`src/rtl/shift_seq_pkg.sv`:
```
// shift_seq_pkg: shared encodings for the shift-register sequencer and the register it drives.
package shift_seq_pkg;
    typedef enum logic [1:0] {
        CTRL_HOLD = 2'b00,
        CTRL_SHR  = 2'b01,
        CTRL_SHL  = 2'b10,
        CTRL_LOAD = 2'b11
    } ctrl_e;
    typedef enum logic {IDLE, SEND} state_e;
endpackage

```
`src/rtl/shift_seq_timer.sv`:
```
// shift_seq_timer: per-bit hold counter and bit index for the serializer.
module shift_seq_timer #(
    parameter int WIDTH      = 4,
    parameter int BIT_CYCLES = 1
) (
    input  logic clk,
    input  logic rst_n,
    input  logic clear,
    input  logic advance,
    output logic last_hold,
    output logic last_bit
);
    localparam int HW = BIT_CYCLES > 1 ? $clog2(BIT_CYCLES) : 1;
    localparam int BW = $clog2(WIDTH);
    logic [HW-1:0] hold_cnt;
    logic [BW-1:0] bit_cnt;
    assign last_hold = hold_cnt == HW'(BIT_CYCLES - 1);
    assign last_bit  = bit_cnt == BW'(WIDTH - 1);
    always_ff @(posedge clk or negedge rst_n) begin
        if (!rst_n) begin
            hold_cnt <= '0;
            bit_cnt  <= '0;
        end else if (clear) begin
            hold_cnt <= '0;
            bit_cnt  <= '0;
        end else if (advance) begin
            hold_cnt <= last_hold ? '0 : hold_cnt + 1'b1;
            bit_cnt  <= last_hold ? bit_cnt + 1'b1 : bit_cnt;
        end
    end
endmodule

```
`src/rtl/shift_seq_ctrl.sv`:
```
// shift_seq_ctrl: accepts parallel words and drives a universal shift register so it
// emits each word bit-serially, qualifying the live bit seen on the register output.
module shift_seq_ctrl
    import shift_seq_pkg::*;
#(
    parameter int WIDTH      = 4,
    parameter int BIT_CYCLES = 1
) (
    input  logic             clk,
    input  logic             rst_n,
    input  logic             in_valid,
    output logic             in_ready,
    input  logic [WIDTH-1:0] in_data,
    input  logic             in_dir,
    input  logic             fill_bit,
    output logic [1:0]       ctrl,
    output logic             serial_rs,
    output logic             serial_ls,
    output logic [WIDTH-1:0] parallel_out,
    input  logic [WIDTH-1:0] s_in,
    output logic             ser_valid,
    output logic             ser_bit,
    output logic             done
);
    state_e state, state_nx;
    ctrl_e  ctrl_c;
    logic   dir_q, fill_q, clear, advance, last_hold, last_bit;
    shift_seq_timer #(.WIDTH(WIDTH), .BIT_CYCLES(BIT_CYCLES)) u_timer (
        .clk       (clk),
        .rst_n     (rst_n),
        .clear     (clear),
        .advance   (advance),
        .last_hold (last_hold),
        .last_bit  (last_bit)
    );
    assign ctrl         = ctrl_c;
    assign serial_rs    = fill_q;
    assign serial_ls    = fill_q;
    assign parallel_out = in_data;
    assign ser_bit      = dir_q ? s_in[WIDTH-1] : s_in[0];
    always_ff @(posedge clk or negedge rst_n) begin
        if (!rst_n) begin
            state  <= IDLE;
            dir_q  <= 1'b0;
            fill_q <= 1'b0;
        end else begin
            state <= state_nx;
            if (clear) begin
                dir_q  <= in_dir;
                fill_q <= fill_bit;
            end
        end
    end
    // clear doubles as the word-accept strobe: it fires exactly on a handshake
    always_comb begin
        state_nx  = state;
        ctrl_c    = CTRL_HOLD;
        in_ready  = 1'b0;
        ser_valid = 1'b0;
        done      = 1'b0;
        clear     = 1'b0;
        advance   = 1'b0;
        if (state == IDLE) begin
            in_ready = 1'b1;
            if (in_valid) begin
                ctrl_c   = CTRL_LOAD;
                clear    = 1'b1;
                state_nx = SEND;
            end
        end else begin
            ser_valid = 1'b1;
            advance   = 1'b1;
            if (last_hold && !last_bit) begin
                ctrl_c = dir_q ? CTRL_SHL : CTRL_SHR;
            end else if (last_hold) begin
                done     = 1'b1;
                in_ready = 1'b1;
                ctrl_c   = in_valid ? CTRL_LOAD : CTRL_HOLD;
                clear    = in_valid;
                state_nx = in_valid ? SEND : IDLE;
            end
        end
    end
endmodule

```
`config.mk`:
```
export PLATFORM = sky130hd
export DESIGN_NAME = shift_seq_ctrl
export DESIGN_NICKNAME = d
export VERILOG_FILES = /design/src/rtl/shift_seq_pkg.sv /design/src/rtl/shift_seq_timer.sv /design/src/rtl/shift_seq_ctrl.sv
export SDC_FILE = /design/constraint.sdc
export NUM_CORES = 1
export LEC_CHECK = 0
export BUFFER_PORTS_ARGS = -buffer_cell sky130_fd_sc_hd__buf_2
export CAP_MARGIN = 0
export CORE_AREA = 2 2 39 41
export DETAILED_ROUTE_END_ITERATION = 12
export DIE_AREA = 0 0 41 43
export PLACE_DENSITY_LB_ADDON = 0.2
export SLEW_MARGIN = 10
export SYNTH_ARGS = -nofsm -noshare
export SYNTH_HDL_FRONTEND = slang
export SYNTH_SLANG_ARGS = --single-unit
```
`constraint.sdc`:
```
create_clock -name clk -period 1.2 [get_ports clk]
set_input_delay 0 -clock clk [delete_from_list [all_inputs] [get_ports clk]]
set_output_delay 0 -clock clk [all_outputs]
set_load 0.05 [all_outputs]
```
==> results.sh <==
export IMPL_grt_max_degree=7
export IMPL_htree_levels=1
export IMPL_drive_gt1_share_pct=72.5
export IMPL_synth_compound_area_share_pct=6.15
export IMPL_cp_arrival_ps=1410
export IMPL_drc_errors=0
export IMPL_timing_final_max_slew_violations=0
export IMPL_hold_viol=0
export IMPL_cp_start_kind="register"
export IMPL_synthSimpleGateAreaFrac_pct=15.4
export IMPL_io_buffer_count=14
export IMPL_final_cell_area_um2=531
export IMPL_dpl_cell_area_um2=419
export IMPL_synth_seq_cells=5
export IMPL_period_needed_ps=1410
export IMPL_rsz0062_at_grt="true"
export IMPL_antenna_found_initial=0
export IMPL_clk_latency_ps=240
export IMPL_setup_viol=9
export IMPL_cts_made_buffers=3
export IMPL_setup_worst_path_class="register to output port"
export IMPL_synthXorXnorAreaFrac_pct=2.69
export IMPL_ys_seq_area_share_pct=38.5
export IMPL_period_share_pct=118
export IMPL_maxCapViolations=0
export IMPL_place_hpwl_um=559
export IMPL_die_h_um=43
export IMPL_first_global_vias=280
export IMPL_vias=275
export IMPL_overflow=0
export IMPL_initialDrtViolationCount=3
export IMPL_cp_max_fo=3
export IMPL_ys_types=16
export IMPL_grt_util_all_layers_pct=10.2
export IMPL_cts_root_buffer="clkbuf_4"
export IMPL_fillCellCount=144
export IMPL_fmax_ghz=0.709
export IMPL_synth_top_family_by_area="multiplexers"
export IMPL_cts_tree="yes"
export IMPL_cp_data_required_time_ps=1200
export IMPL_syn_cell_area_um2=325
export IMPL_ys_warn_count=0
export IMPL_clockBufferDepth=2
export IMPL_avgSynthCellArea_um2=10.8
export IMPL_rows=14
export IMPL_core_um2=1380
export IMPL_grt_pass1_wl_um=1190
export IMPL_floorplan_initialDensity_pct=23.5
export IMPL_num_antenna_cells=0
export IMPL_ant_nets=0
export IMPL_die_area_um2=1760
export IMPL_violations="setup timing"
export IMPL_gp_congestion=0.623
export IMPL_cts_sinks=5
export IMPL_final_common_cell="buf_2"
export IMPL_syn_inst=30
export IMPL_tightest_slew_ps=252
export IMPL_final_cell_mix="buf_2 (10), buf_4 (6), dfrtp_1 (4)"
export IMPL_die_w_um=41
export IMPL_path_cells="ha_2 -> and2b_2 -> clkinvlp_4 -> nand2_2 -> nand2_4 -> buf_8"
export IMPL_end_kind="output port"
export IMPL_critical_path_max_stage_delay_ps=380
export IMPL_status="finished with violations"
export IMPL_relSlewSlack_pct=83.3
export IMPL_clk_pin_slew_worst_paths_ps=40
export IMPL_synthMuxAreaShare_pct=15.8
export IMPL_synth_largest_area_cell="dfrtp_1"
export IMPL_nets=67
export IMPL_critical_path_slowest_cell="dfrtp_1"
export IMPL_layout_setup_ws_ps=-210
export IMPL_worstHoldPathType="input port to output port"
export IMPL_routed_wl_um=690
export IMPL_skew_ps=0.704
export IMPL_avgRoutedWirePerCell_um=10.3
export IMPL_syn_num_nets=45
export IMPL_first_pass_iters=4
export IMPL_synthAdderAreaFrac_pct=7.69
export IMPL_area_growth_pct=63.1
export IMPL_synth_top_area_share_pct=38.5
export IMPL_viasPerCell=4.10
export IMPL_boundaryPins=25
export IMPL_synth_area_leaders="dfrtp_1 (38%), buf_4 (12%), mux2_4 (9.2%)"
-- cell families (layout without fill, tap and decap cells) --
logic type,Yosys count,count (layout)
multiplexers,4,4
buffers and inverters,7,28
flip-flops,5,5
AO/OA/AOI/OAI,3,3
adder cells (fa/ha/maj),2,2
AND/OR/NAND/NOR,8,8
XOR/XNOR,1,1
-- stage by stage --
stage | instances | setup TNS (ps) | util, % | hold slack, ps | setup WS, ps
after floorplan | 30 | -348 | - | -296 | -128
after global placement | 58 | -321 | 30.3 | -182 | -99.8
after detailed placement | 58 | -365 | 30.3 | -179 | -105
after CTS | 67 | -973 | 38.2 | 0.965 | -224
after global routing | 67 | -1520 | 38.3 | 0.527 | -282
final | 67 | -934 | 38.3 | 0.526 | -210
-- per-layer routing --
metal,global-route usage [%],wire (um),vias to the layer above
met3,6.28,74,0
met1,11.4,264,126
met4,6.00,0,0
met2,14.1,351,14
li1,-,-,135
met5,0,0,-
-- flip-flops by register name, indices dropped and copies added (netlist names) --
signal	count
u_timer.bit_cnt	2
state	1
dir_q	1
serial_ls	1
-- critical path, delay by kind of cell (launching register included) --
family	cells	cell delay [ps]
AND/OR/NAND/NOR	3	380
flip-flops	1	380
adder cells (fa/ha/maj)	1	180
buffers and inverters	2	240
-- synthesized netlist by cell type --
cell type / count
mux2i_1: 1
dfrtp_1: 5
inv_1: 2
nand2_2: 1
mux2_4: 2
ha_1: 2
and2_2: 1
mux2_2: 1
o22ai_1: 2
or2b_1: 1
xnor2_1: 1
nand2b_2: 1
buf_4: 5
nand2_1: 3
and2b_2: 1
o21a_1: 1
-- path summary, 6_finish.rpt --
check                                   startpoint  slack [ps]  cells past startpoint         endpoint
worst max register to register  u_timer.bit_cnt[0]        -140                      5            dir_q
worst min-delay path                    in_data[0]         0.5                      0  parallel_out[0]
worst min register to register           serial_ls         530                      1        serial_ls
min in group asynchronous                    rst_n         100                      2        serial_ls
worst max-delay path            u_timer.bit_cnt[1]        -210                      6          ctrl[1]
max in group asynchronous                    rst_n         960                      2            state
-- cell type report --
type	instances	area [um2]	area share, %
well taps	16	20.0	3.77
inverters	2	11.3	2.12
multi-input cells	18	180	34.0
repair buffers	22	166	31.4
flip-flops and latches	5	126	23.8
clock buffers	4	26.3	4.95
-- repair_timing --
item / 4_1_cts / 5_1_grt
pin swaps: 2 / 1
resized for setup: 12 / 2
setup buffers: 2 / 0
hold buffers: 3 / 0
endpoints found under the hold margin: 7 / 0
endpoints found under the setup margin: 6 / 10
Power is left out: the tool's default activity adds up to more than one toggle a clock period on the data nets, which glitch-free logic cannot reach.
